--- src/rtl/spi_ram_pkg.sv ---
// Shared constants, FSM states and frame packing for the SPI RAM initiator.
// Frame: {read, 3'b000, adrs[3:0], data[7:0]}, sent MSB first.
package spi_ram_pkg;

   localparam int FRAME_W = 16;
   localparam int ADDR_W  = 4;
   localparam int DATA_W  = 8;
   localparam int RW_BIT  = 15;

   typedef enum logic [2:0] {
      IDLE,
      SETUP,
      SHIFT,
      HOLD,
      GAP
   } state_t;

   // Read frames carry a zero data byte; the responder owns those bit times.
   function automatic logic [FRAME_W-1:0] build_frame(
      input logic              rd,
      input logic [ADDR_W-1:0] a,
      input logic [DATA_W-1:0] d
   );
      logic [DATA_W-1:0] payload;
      payload = rd ? '0 : d;
      return {rd, 3'b000, a, payload};
   endfunction

endpackage

--- src/rtl/spi_clk_gen.sv ---
// SPI clock and phase timer: one half-period counter shared by all states.
// Strobes are combinational and mark the clk edge on which the action lands.
module spi_clk_gen
   import spi_ram_pkg::*;
#(
   parameter int CLK_DIV = 4
) (
   input  logic clk,
   input  logic rst_n,
   input  logic en,
   input  logic run,
   output logic sclk,
   output logic rise,
   output logic fall,
   output logic phase_end
);

   localparam int CW = $clog2(CLK_DIV + 1);
   localparam logic [CW-1:0] RELOAD = CW'(CLK_DIV - 1);

   logic [CW-1:0] cnt;

   assign phase_end = en && (cnt == '0);
   assign rise      = phase_end && run && !sclk;
   assign fall      = phase_end && sclk;

   // Count down each half period; reload on every phase change or while idle.
   always_ff @(posedge clk or negedge rst_n) begin
      if (!rst_n) begin
         cnt  <= RELOAD;
         sclk <= 1'b0;
      end else begin
         if (!en || phase_end) begin
            cnt <= RELOAD;
         end else begin
            cnt <= cnt - CW'(1);
         end
         if (rise) begin
            sclk <= 1'b1;
         end else if (fall) begin
            sclk <= 1'b0;
         end
      end
   end

endmodule

--- src/rtl/spi_ram_master.sv ---
// SPI mode-0 initiator issuing single-byte reads/writes to a 16x8 RAM.
// Outputs are registered; FSM next values come from one combinational block.
module spi_ram_master
   import spi_ram_pkg::*;
#(
   parameter int CLK_DIV = 4
) (
   input  logic       clk,
   input  logic       rst_n,
   input  logic       start,
   input  logic       read,
   input  logic [3:0] adrs,
   input  logic [7:0] data_in,
   output logic [7:0] data_out,
   output logic       busy,
   output logic       done,
   output logic       sclk,
   output logic       cs_n,
   output logic       mosi,
   input  logic       miso
);

   state_t state, state_nxt;

   logic [FRAME_W-1:0] tx;
   logic [DATA_W-1:0]  rx;
   logic [3:0]         bit_cnt;
   logic               rd_q;

   logic cs_n_nxt, busy_nxt, done_nxt, mosi_nxt;
   logic load, load_rd, en, run;
   logic rise, fall, phase_end;

   logic [FRAME_W-1:0] frame;
   assign frame = build_frame(read, adrs, data_in);

   spi_clk_gen #(
      .CLK_DIV(CLK_DIV)
   ) u_clk (
      .clk      (clk),
      .rst_n    (rst_n),
      .en       (en),
      .run      (run),
      .sclk     (sclk),
      .rise     (rise),
      .fall     (fall),
      .phase_end(phase_end)
   );

   // State register.
   always_ff @(posedge clk or negedge rst_n) begin
      if (!rst_n) begin
         state <= IDLE;
      end else begin
         state <= state_nxt;
      end
   end

   // Next state and next output values; bit_cnt==0 after the 16th fall stops sclk.
   always_comb begin
      state_nxt = state;
      cs_n_nxt  = cs_n;
      busy_nxt  = busy;
      done_nxt  = 1'b0;
      mosi_nxt  = mosi;
      load      = 1'b0;
      load_rd   = 1'b0;
      en        = (state != IDLE);
      run       = 1'b0;
      unique case (state)
         IDLE: begin
            if (start) begin
               state_nxt = SETUP;
               cs_n_nxt  = 1'b0;
               busy_nxt  = 1'b1;
               mosi_nxt  = frame[RW_BIT];
               load      = 1'b1;
            end
         end
         SETUP: begin
            run = 1'b1;
            if (phase_end) begin
               state_nxt = SHIFT;
            end
         end
         SHIFT: begin
            run = (bit_cnt != 4'd0);
            if (fall) begin
               mosi_nxt = tx[FRAME_W-2];
            end
            if (phase_end && !sclk && bit_cnt == 4'd0) begin
               state_nxt = HOLD;
            end
         end
         HOLD: begin
            if (phase_end) begin
               state_nxt = GAP;
               cs_n_nxt  = 1'b1;
               mosi_nxt  = 1'b0;
            end
         end
         GAP: begin
            if (phase_end) begin
               state_nxt = IDLE;
               busy_nxt  = 1'b0;
               done_nxt  = 1'b1;
               load_rd   = rd_q;
            end
         end
         default: begin
            state_nxt = IDLE;
         end
      endcase
   end

   // Registered bus and status outputs.
   always_ff @(posedge clk or negedge rst_n) begin
      if (!rst_n) begin
         cs_n <= 1'b1;
         busy <= 1'b0;
         done <= 1'b0;
         mosi <= 1'b0;
      end else begin
         cs_n <= cs_n_nxt;
         busy <= busy_nxt;
         done <= done_nxt;
         mosi <= mosi_nxt;
      end
   end

   // TX/RX shift registers, bit counter and read result.
   always_ff @(posedge clk or negedge rst_n) begin
      if (!rst_n) begin
         tx       <= '0;
         rx       <= '0;
         bit_cnt  <= 4'd0;
         rd_q     <= 1'b0;
         data_out <= '0;
      end else begin
         if (load) begin
            tx      <= frame;
            rd_q    <= read;
            bit_cnt <= 4'd0;
         end else if (fall && state == SHIFT) begin
            tx      <= {tx[FRAME_W-2:0], 1'b0};
            bit_cnt <= bit_cnt + 4'd1;
         end
         if (rise) begin
            rx <= {rx[DATA_W-2:0], miso};
         end
         if (load_rd) begin
            data_out <= rx;
         end
      end
   end

endmodule

--- config.mk ---
export PLATFORM = sky130hd
export DESIGN_NAME = spi_ram_master
export DESIGN_NICKNAME = d
export VERILOG_FILES = /design/src/rtl/spi_ram_pkg.sv /design/src/rtl/spi_clk_gen.sv /design/src/rtl/spi_ram_master.sv
export SDC_FILE = /design/constraint.sdc
export NUM_CORES = 1
export LEC_CHECK = 0
export CAP_MARGIN = 15
export CORE_ASPECT_RATIO = 2
export CORE_MARGIN = 1.5
export CORE_UTILIZATION = 40
export DETAILED_ROUTE_END_ITERATION = 10
export HOLD_SLACK_MARGIN = 0.15
export SLEW_MARGIN = 5
export SYNTH_ARGS = -nofsm -noshare
export SYNTH_HDL_FRONTEND = slang
export SYNTH_SLANG_ARGS = --single-unit
--- constraint.sdc ---
create_clock -name clk -period 2 [get_ports clk]
set_clock_uncertainty 0.2 [all_clocks]
set_input_delay 0.6 -clock clk [delete_from_list [all_inputs] [get_ports clk]]
set_output_delay 0.6 -clock clk [all_outputs]
set_load 0.02 [all_outputs]
==> flow_metrics.py, run 1 <==
metrics = {
    "logic_synthesis": {
        "synth_fp_nets": 220,
        "ys_top_cells_by_area": "dfrtp_1 51%, mux2_2 8.4%, nand3_1 5.4%, nand2_1 4.9%, dfstp_2 3.7%",
        "netlist.top_cell.by_area": "dfrtp_1",
        "synth-edff-count": 0,
        "postSynthCellCount": 199,
        "yosys-top-cells-count": "44 x dfrtp_1, 28 x nand2_1, 23 x nand3_1",
        "synthDistinctLibCells": 37,
        "syn_area_per_cell_sq_um": 10.8,
        "post-synth-top-area-fraction_pct": 51.4,
        "mappedNetlistArea_sq_mm": 0.00214,
        "synth-seq-cells": 47,
        "dominantRegCellSynth": "dfrtp_1",
        "ys_warn_count": 0,
        "postSynth.asyncResetShare_pct": 100,
        "yosysMostFrequentCell": "dfrtp_1",
        "synth.yosys.seq_area_share_pct": 55.1,
    },
    "timing": {
        "setup-violations-final": 0,
        "final_number_of_hold_violating_endpoints": 0,
        "grt_setup_unrepaired": "true",
        "finalMaxSlewViolations": 0,
        "setup_slack_ps": 23.1,
        "achievable-frequency_mhz": 506,
        "worstMarginPinSlew_ps": 435,
        "max-slew-margin-rel_pct": 71.0,
        "period_share_pct": 98.8,
        "fin_crit_period_ps": 1980,
    },
    "pwr": {
        "irDropWorstVdd_mv": 0.944,
        "leakagePower_nw": 1.39,
        "power.density_cell_area_mw_per_mm2": 1180,
    },
    "route": {
        "avgRoutedWirePerCell_microns": 14.7,
        "routed-via-count": 1652,
        "drt_first_pass_iters": 4,
        "drt-vias-per-instance": 5.35,
        "postRouteWirelength_microns": 4530,
        "final_antenna_net_count": 0,
        "drc_errors": 0,
        "drt-initial-drc-count": 21,
    },
    "place": {
        "gp_congestion": 0.787,
        "worst_case_setup_slack_after_placement_ps": -38.9,
        "place.port_buffers": 29,
        "detailed_place_hpwl_microns": 3420,
    },
    "final_layout": {
        "antenna_cells_inserted": 0,
        "design.final.nets": 271,
        "area_growth_pct": 33.1,
        "finish.utilization_pct": 55.5,
        "post_route_cells_drive_above_1_share_pct": 26.7,
    },
    "cts": {
        "clock-root-buffer": "clkbuf_8",
        "path_clk_slew_ps": 90,
        "htree_num_levels": 2,
        "clkSinkCount": 47,
        "insertion_delay_ps": 300,
        "cts-root-to-sink-buffers": 2,
        "clock_tree_from_tritoncts": "built",
        "tritoncts.num_buffers": 5,
    },
    "job": {
        "max_cap_viol_count": 0,
    },
    "critical_path": {
        "critPathLaunchType": "flip-flop",
        "worstSetupEndpointType": "flip-flop",
        "setup.worst_path.class": "reg2reg",
        "crit_arrival_ps": 1970,
        "cp_cell_sequence": "inv_2 > ha_4 > nand2b_4 > or4_4 > a21oi_4 > buf_12 > mux2_4",
        "crit_required_ps": 1990,
        "timing.critical_path.slowest_stage_cell": "or4_4",
        "critPathMaxStageDelay_ps": 420,
        "register_to_register_setup_slack_ps": 20,
        "worstPathMaxFanout": 8,
    },
    "floorplanning": {
        "die-area_sq_mm": 0.00583,
        "floorplan.io_pins": 30,
        "die_h_microns": 106,
        "initial_cell_density_of_the_core_pct": 41.7,
        "core.rowCount": 37,
        "placeableCoreArea_sq_mm": 0.00514,
        "fp.dieW_microns": 54.7,
    },
    "min_path": {
        "worst_hold_path_type": "reg2reg",
    },
    "global_route": {
        "globalRoute.totalOverflow": 0,
        "gr-usage-all-layers_pct": 18.1,
        "grt_first_pass_wirelength_microns": 7760,
        "grt_max_degree": 23,
        "grt_pass1_vias": 1658,
        "antenna_found_initial": 0,
    },
    "run_status": {
        "outcome": "finished, final reports clean",
    },
}
cells by family (layout without fill, tap and decap cells):
logic type | Yosys count | in the layout | share of synthesized area, %
adders and majority gates | 4 | 4 | 2.34
buffers and inverters | 19 | 71 | 3.74
muxes | 18 | 18 | 9.35
and+or+nand+nor | 86 | 86 | 20.4
xor gates and xnor gates | 3 | 3 | 1.23
DFF | 47 | 47 | 55.1
AOI/OAI and AO/OA | 22 | 22 | 7.83
worst paths after layout:
path / cells past startpoint / start / endpoint
worst max-delay path: 7 / u_clk.cnt[1] / rx[3]
worst min-delay path: 1 / u_clk.cnt[0] / u_clk.cnt[0]
worst max register to register: 7 / u_clk.cnt[1] / rx[3]
worst min register to register: 1 / u_clk.cnt[0] / u_clk.cnt[0]
max in group asynchronous: 3 / rst_n / u_clk.sclk
min in group asynchronous: 2 / rst_n / tx[4]
worst max-delay path, delay by kind of cell, from the launching register on:
family | cells | cell delay, ps
flops | 1 | 370
buf+inv | 2 | 210
fa+ha+maj | 1 | 160
simple gates | 2 | 470
mux | 1 | 290
compound gates | 1 | 150
per-stage QoR:
stage          total power, W  hold WS, ps  instance area, sq um  TNS [ps]  instances
3_3_place_gp          0.00272          236                  2710      -521        299
5_1_grt               0.00360          279                  2850      -186        309
4_1_cts               0.00336          261                  2830         0        308
6_report              0.00335          259                  2850         0        309
2_1_floorplan         0.00225          104                  2180      -348        199
3_5_place_dp          0.00273          240                  2710      -628        299
area by class of cell:
type	count	area, sq um
clock inverters	2	16.3
flip-flops and latches	47	1180
clock buffers	6	82.6
well taps	58	72.6
repair buffers	55	520
inverters	8	30.0
fillers	469	2290
multi-input cells	133	947
sequential cells by signal, summed over array words and instances, names as in the netlist:
name and flops:
bit_cnt 4, busy 1, cs_n 1, data_out 8
done 1, mosi 1, rd_q 1, rx 8
state 3, tx 15, u_clk.cnt 3, u_clk.sclk 1
timing repair:
action                                  4_1_cts  5_1_grt
pin swaps                                     0        1
hold buffers                                  1        0
buffers inserted                              0        1
endpoints found under the setup margin       29       17
endpoints found under the hold margin        12        0
gates cloned                                  0        0
gates resized for setup                      17        7
power by group:
group          total, W  internal [W]  switching (W)
sequential      0.00148       0.00128       0.000201
combinational   0.00126      0.000627       0.000635
clock          0.000612      0.000282       0.000330
cell usage in the layout (no fill, tap or decap), drive strengths merged, types with 3 or more instances in the layout:
cell,Yosys,final
a22oi,4,4
buf,7,26
clkbuf,4,7
clkdlybuf4s50,0,15
dfrtp,44,44
dfstp,3,3
dlygate4sd2,0,12
ha,4,4
inv,8,8
mux2,16,16
nand2,28,28
nand2b,4,4
nand3,23,23
nand3b,9,9
nor2,10,10
o21ai,5,5
xnor2,3,3
per-layer routing:
| metal | vias to the layer above | track usage (%) | share of wire (%) |
|---|---|---|---|
| li1 | 791 | - | - |
| met1 | 826 | 21.1 | 38 |
| met2 | 30 | 31.8 | 58 |
| met3 | 5 | 2.95 | 2.2 |
| met4 | 0 | 5.89 | 1.5 |
| met5 | - | 0 | 0 |
(Power assumes the default switching activity.)
==> inputs of run 2 (changes only) <==
Settings changed: SYNTH_HIERARCHICAL set to 1.
==> flow_metrics.py, run 2 <==
metrics = {
    "run_status": {
        "outcome": "complete, but fails checks",
        "failing_checks": "negative setup slack",
    },
    "pwr": {
        "irDropWorstVdd_mv": 0.687,
        "power.share.switching_pct": 33.7,
        "p_int_w": 0.00231,
        "power.density_cell_area_mw_per_mm2": 1140,
        "clock_network_power_share_pct": 16.6,
        "p_comb_share_pct": 40.7,
        "seq_power_share_pct": 42.7,
        "power_switching_w": 0.00118,
        "leakagePower_nw": 1.48,
    },
    "final_layout": {
        "area_growth_pct": 40.0,
        "design.final.nets": 279,
        "post_route_cells_drive_above_1_share_pct": 35.9,
        "layout.cells.most_common_list": "43 x dfrtp_1, 32 x nand2_1, 26 x buf_4, 14 x clkdlybuf4s50_1, 13 x a21oi_1",
        "largest_register": "tx",
        "largest_reg_flops": 15,
        "largest_registers": "tx (15), data_out (8), rx (8)",
        "layout.cells.non_filler": 319,
        "final_common_cell": "dfrtp_1",
        "fillCellCount": 473,
        "antenna_cells_inserted": 0,
    },
    "critical_path": {
        "r2r_end": "rx[4]",
        "critPathLaunchType": "flip-flop",
        "crit_required_ps": 2000,
        "worstSetupEndpointType": "flip-flop",
        "crit_arrival_ps": 2080,
        "worstReg2RegStart": "bit_cnt[0]",
        "r2r_cells": 7,
        "worstPathMaxFanout": 4,
        "setup.worst_path.class": "reg2reg",
        "register_to_register_setup_slack_ps": -90,
    },
    "timing": {
        "final_number_of_hold_violating_endpoints": 0,
        "achievable-frequency_mhz": 479,
        "fin_crit_period_ps": 2090,
        "grt_setup_unrepaired": "true",
        "setup_tns_ps": -535,
        "worstMarginPinSlew_ps": 522,
        "period_share_pct": 104,
        "max-slew-margin-rel_pct": 65.2,
        "setup_slack_ps": -86.3,
        "setup-violations-final": 8,
        "finalMaxSlewViolations": 0,
    },
    "global_route": {
        "grt_first_pass_wirelength_microns": 7580,
        "gr-usage-all-layers_pct": 16.3,
        "antenna_found_initial": 0,
        "globalRoute.totalOverflow": 0,
        "grt_max_degree": 23,
        "grt_pass1_vias": 1629,
    },
    "route": {
        "postRouteWirelength_microns": 4760,
        "final_antenna_net_count": 0,
        "avgRoutedWirePerCell_microns": 14.9,
        "routed-via-count": 1641,
        "drc_errors": 0,
        "drt_first_pass_iters": 4,
        "drt-initial-drc-count": 35,
        "drt-vias-per-instance": 5.14,
    },
    "cts": {
        "clkSinkCount": 47,
        "path_clk_slew_ps": 90,
        "htree_num_levels": 2,
        "cts-root-to-sink-buffers": 2,
        "clock-root-buffer": "clkbuf_8",
        "insertion_delay_ps": 310,
        "clock_tree_from_tritoncts": "built",
        "tritoncts.num_buffers": 5,
    },
    "logic_synthesis": {
        "synth-seq-cells": 47,
        "post-synth-top-area-fraction_pct": 50.2,
        "synth_fp_nets": 217,
        "mappedNetlistArea_sq_mm": 0.00219,
        "synthDistinctLibCells": 44,
        "netlist.top_cell.by_area": "dfrtp_1",
        "ys_top_cells_by_area": "dfrtp_1 50%, nand2_1 5.6%, mux2_4 5.5%, mux2_2 4.6%, dfstp_2 3.6%",
        "postSynthCellCount": 196,
        "yosys-top-cells-count": "44 x dfrtp_1, 33 x nand2_1, 15 x a21oi_1",
        "yosysMostFrequentCell": "dfrtp_1",
        "synth.yosys.seq_area_share_pct": 53.8,
        "synth-edff-count": 0,
        "ys_warn_count": 6,
        "dominantRegCellSynth": "dfrtp_1",
        "syn_area_per_cell_sq_um": 11.2,
        "postSynth.asyncResetShare_pct": 100,
    },
    "floorplanning": {
        "floorplan.io_pins": 30,
        "fp.dieW_microns": 55.4,
        "core.rowCount": 38,
        "die_h_microns": 108,
        "placeableCoreArea_sq_mm": 0.00537,
        "initial_cell_density_of_the_core_pct": 40.8,
        "die-area_sq_mm": 0.00596,
    },
    "min_path": {
        "worstHoldPathCells": 1,
        "timing.hold.worst.start": "u_clk/cnt[0]",
        "min_delay_worst_endpoint": "u_clk/cnt[0]",
        "worst_hold_path_type": "reg2reg",
    },
    "place": {
        "detailed_place_hpwl_microns": 3140,
        "place.port_buffers": 29,
        "placed_cells_incl_taps": 300,
        "gp_congestion": 0.740,
    },
    "job": {
        "max_cap_viol_count": 0,
    },
}
==> run 2: cell types whose count changed after synthesis, sizes merged, moves of 4 or more <==
cell and change:
nor2 -4, a21oi +14, nand2 +6, a31oi +6, nand3 -19, nand3b -8
==> run 2: critical path: stages, from the launching register on <==
cell,delay (ps)
dfrtp_1,400
inv_2,90
ha_4,130
or3b_4,380
a21oi_2,150
nor2_2,60
and4b_2,270
mux2_4,300
==> run 2: how the worst max path moves through the flow <==
| stage | start | depth (start not counted) | to |
|---|---|---|---|
| finish | bit_cnt[0] | 7 | rx[4] |
| global route | bit_cnt[0] | 7 | rx[4] |
| CTS | bit_cnt[0] | 7 | rx[6] |
| detailed placement | start | 5 | tx[8] |
| global placement | start | 5 | tx[8] |
| floorplan | state[2] | 7 | data_out[0] |
==> run 2: cells by family (layout without fill, tap and decap cells) <==
family	after synthesis	count (layout)	share of synthesized area, %
simple gates	69	70	17.7
flops	47	47	53.8
compound gates	36	36	10.4
buf+inv	21	83	4.79
mux	18	18	10.6
fa+ha+maj	4	4	2.28
xor+xnor	1	1	0.399
==> run 2: per-stage QoR <==
step	cell area (sq um)	total power, W	hold WS [ps]	setup WS [ps]	util [%]
2_1_floorplan	2240	0.00224	104	-8.72	-
3_3_place_gp	2760	0.00264	229	-332	51.4
3_5_place_dp	2760	0.00267	232	-348	51.4
4_1_cts	2900	0.00335	253	-75.2	54.0
5_1_grt	3070	0.00370	263	-127	57.1
6_report	3070	0.00349	256	-86.3	57.1
==> run 2: area by class of cell <==
class                      instances  area (sq um)  area share, %
clock buffer                       6          72.6           2.36
clock inverter                     2          12.5          0.407
multi-input combinational        129          1030           33.5
sequential                        47          1180           38.5
tap                               60          75.1           2.44
timing repair buffer              65           664           21.6
inverter                          10          37.5           1.22
==> run 2: repair_timing <==
item / in CTS / in global routing
pin swaps: 3 / 7
setup buffers: 3 / 3
gates cloned: 1 / 3
hold buffers: 1 / 0
setup endpoints to repair: 47 / 38
gates resized for setup: 23 / 18
endpoints found under the hold margin: 15 / 0
==> run 2: per-layer routing <==
| metal | vias to the layer above | share of wire (%) | track usage (%) |
|---|---|---|---|
| met5 | - | 0 | 0 |
| met4 | 0 | 2.8 | 7.32 |
| met3 | 9 | 3.1 | 3.25 |
| met2 | 34 | 54 | 30.0 |
| met1 | 798 | 40 | 17.6 |
| li1 | 800 | - | - |
==> run 2: power by group through the flow <==
| stage | Clock, W | Combinational (W) | Sequential, W |
|---|---|---|---|
| final | 0.000578 | 0.00142 | 0.00149 |
| after floorplan | 0 | 0.000749 | 0.00149 |
| after detailed placement | 0 | 0.00117 | 0.00150 |
| after global routing | 0.000617 | 0.00156 | 0.00153 |
| after global placement | 0 | 0.00114 | 0.00149 |
| after CTS | 0.000595 | 0.00127 | 0.00149 |
==> inputs of run 3 (changes only) <==
Settings changed: CTS_CLUSTER_SIZE set to 8, HOLD_SLACK_MARGIN 0.15 to 0.1, PLACE_DENSITY set to 0.73.
==> flow_metrics.py, run 3 (synthesized netlist as in run 2, its figures left out) <==
metrics = {
    "run_status": {
        "outcome": "finished, final reports clean",
    },
    "job": {
        "max_cap_viol_count": 0,
    },
    "route": {
        "drc_errors": 0,
        "drt_first_pass_iters": 4,
        "drt-vias-per-instance": 5.24,
        "routed-via-count": 1598,
        "final_antenna_net_count": 0,
        "avgRoutedWirePerCell_microns": 14.1,
        "drt-initial-drc-count": 52,
        "postRouteWirelength_microns": 4290,
    },
    "final_layout": {
        "layout.cells.most_common_list": "44 x dfrtp_1, 32 x nand2_1, 17 x buf_4, 14 x a21oi_1, 14 x clkdlybuf4s50_1",
        "antenna_cells_inserted": 0,
        "design.final.nets": 265,
        "layout.cells.non_filler": 305,
        "final_common_cell": "dfrtp_1",
        "largest_reg_flops": 15,
        "post_route_cells_drive_above_1_share_pct": 31.0,
        "area_growth_pct": 34.0,
        "largest_register": "tx",
        "largest_registers": "tx (15), data_out (8), rx (8)",
        "final_cell_area_sq_mm": 0.00294,
    },
    "place": {
        "gp_congestion": 0.752,
        "detailed_place_hpwl_microns": 2970,
        "place.port_buffers": 29,
        "placement.cell_area_sq_mm": 0.00270,
        "placed_cells_incl_taps": 294,
    },
    "cts": {
        "cts-root-to-sink-buffers": 2,
        "clock_tree_from_tritoncts": "built",
        "clock-root-buffer": "clkbuf_8",
        "path_clk_slew_ps": 90,
        "clkSinkCount": 47,
        "tritoncts.num_buffers": 5,
        "insertion_delay_ps": 310,
        "htree_num_levels": 2,
    },
    "critical_path": {
        "worstPathMaxFanout": 9,
        "register_to_register_setup_slack_ps": 30,
        "cp_cell_sequence": "inv_2 > ha_1 > or3b_1 > a21oi_1 > nor2_1 > and4b_4 > mux2_2",
        "setup.worst_path.class": "reg2reg",
        "crit_arrival_ps": 1970,
        "worstSetupEndpointType": "flip-flop",
        "timing.critical_path.slowest_stage_cell": "dfrtp_1",
        "critPathLaunchType": "flip-flop",
        "r2r_cells": 7,
        "r2r_end": "rx[2]",
        "critPathMaxStageDelay_ps": 390,
        "setup.worst_path.start": "bit_cnt[0]",
        "worst_setup_path_endpoint": "rx[2]",
        "crit_required_ps": 2000,
        "worstReg2RegStart": "bit_cnt[0]",
    },
    "floorplanning": {
        "fp.dieW_microns": 55.4,
        "floorplan.io_pins": 30,
        "die-area_sq_mm": 0.00596,
        "placeableCoreArea_sq_mm": 0.00537,
        "core.rowCount": 38,
        "initial_cell_density_of_the_core_pct": 40.8,
        "die_h_microns": 108,
    },
    "pwr": {
        "irDropWorstVdd_mv": 0.770,
        "leakagePower_nw": 1.39,
        "power.density_cell_area_mw_per_mm2": 1200,
    },
    "timing": {
        "worstMarginPinSlew_ps": 260,
        "fin_crit_period_ps": 1970,
        "setup-violations-final": 0,
        "period_share_pct": 98.5,
        "grt_setup_unrepaired": "true",
        "max-slew-margin-rel_pct": 82.6,
        "setup_tns_ps": 0,
        "finalMaxSlewViolations": 0,
        "achievable-frequency_mhz": 508,
        "final_number_of_hold_violating_endpoints": 0,
    },
    "global_route": {
        "gr-usage-all-layers_pct": 15.9,
        "grt_max_degree": 48,
        "grt_first_pass_wirelength_microns": 7320,
        "antenna_found_initial": 0,
        "globalRoute.totalOverflow": 0,
        "grt_pass1_vias": 1573,
    },
    "min_path": {
        "worst_hold_path_type": "reg2reg",
    },
}
run 3: changes by cell type in the layout (fill, tap and decap cells not counted), moves of 2 or more:
cell / delta
and4b_2: -2
nor3_1: -2
buf_4: -9
clkbuf_16: -3
nor3_2: +2
bufinv_16: +2
run 3: cell type report:
class                      count  area, sq um
clock buffer                   5         68.8
clock inverter                 3         67.6
fill                         468         2430
inverter                      10         37.5
multi-input combinational    128         1010
sequential                    47         1180
tap                           60         75.1
timing repair buffer          52          498
run 3: worst max-delay path: cells and delay by family (launching register included):
family	cells	cell delay [ps]
and+or+nand+nor	3	650
adders and majority gates	1	130
muxes	1	280
buffers and inverters	1	60
DFF	1	390
AOI/OAI and AO/OA	1	130
run 3: timing repair:
action,4_1_cts,5_1_grt
setup buffers,2,0
gates resized for setup,27,12
endpoints found under the hold margin,44,0
hold buffers,1,0
pin swaps,2,3
gates cloned,1,0
endpoints found under the setup margin,48,34
run 3: report_power, final:
| group | switching, W | internal [W] | leakage [nW] |
|---|---|---|---|
| Sequential | 0.000211 | 0.00127 | 0.595 |
| Combinational | 0.000567 | 0.000645 | 0.735 |
| Clock | 0.000331 | 0.000498 | 0.0644 |
run 3: layer usage:
layer	part of all wire [%]	GRT usage [%]
met1	39	17.4
met5	0	0
met2	54	26.9
met3	3.3	4.09
met4	4.1	10.3
run 3: per-stage QoR:
| step | worst slack, ps | utilization [%] | hold slack, ps | power, W |
|---|---|---|---|---|
| floorplan | -8.72 | - | 104 | 0.00224 |
| global placement | -330 | 50.3 | 228 | 0.00255 |
| detailed placement | -360 | 50.3 | 237 | 0.00260 |
| CTS | -41.9 | 54.1 | 264 | 0.00350 |
| global route | -47.1 | 54.7 | 272 | 0.00375 |
| finish | 30.5 | 54.7 | 259 | 0.00352 |
run 3: worst min path at each step:
stage	from	endpoint	slack (ps)	depth (start not counted)
after detailed placement	u_clk/cnt[0]	u_clk/cnt[0]	240	1
after global placement	u_clk/cnt[0]	u_clk/cnt[0]	230	1
final	u_clk/cnt[0]	u_clk/cnt[0]	260	1
after CTS	u_clk/cnt[0]	u_clk/cnt[0]	260	1
after floorplan	rst_n	bit_cnt[0]	100	0
after global routing	u_clk/cnt[0]	u_clk/cnt[0]	270	1
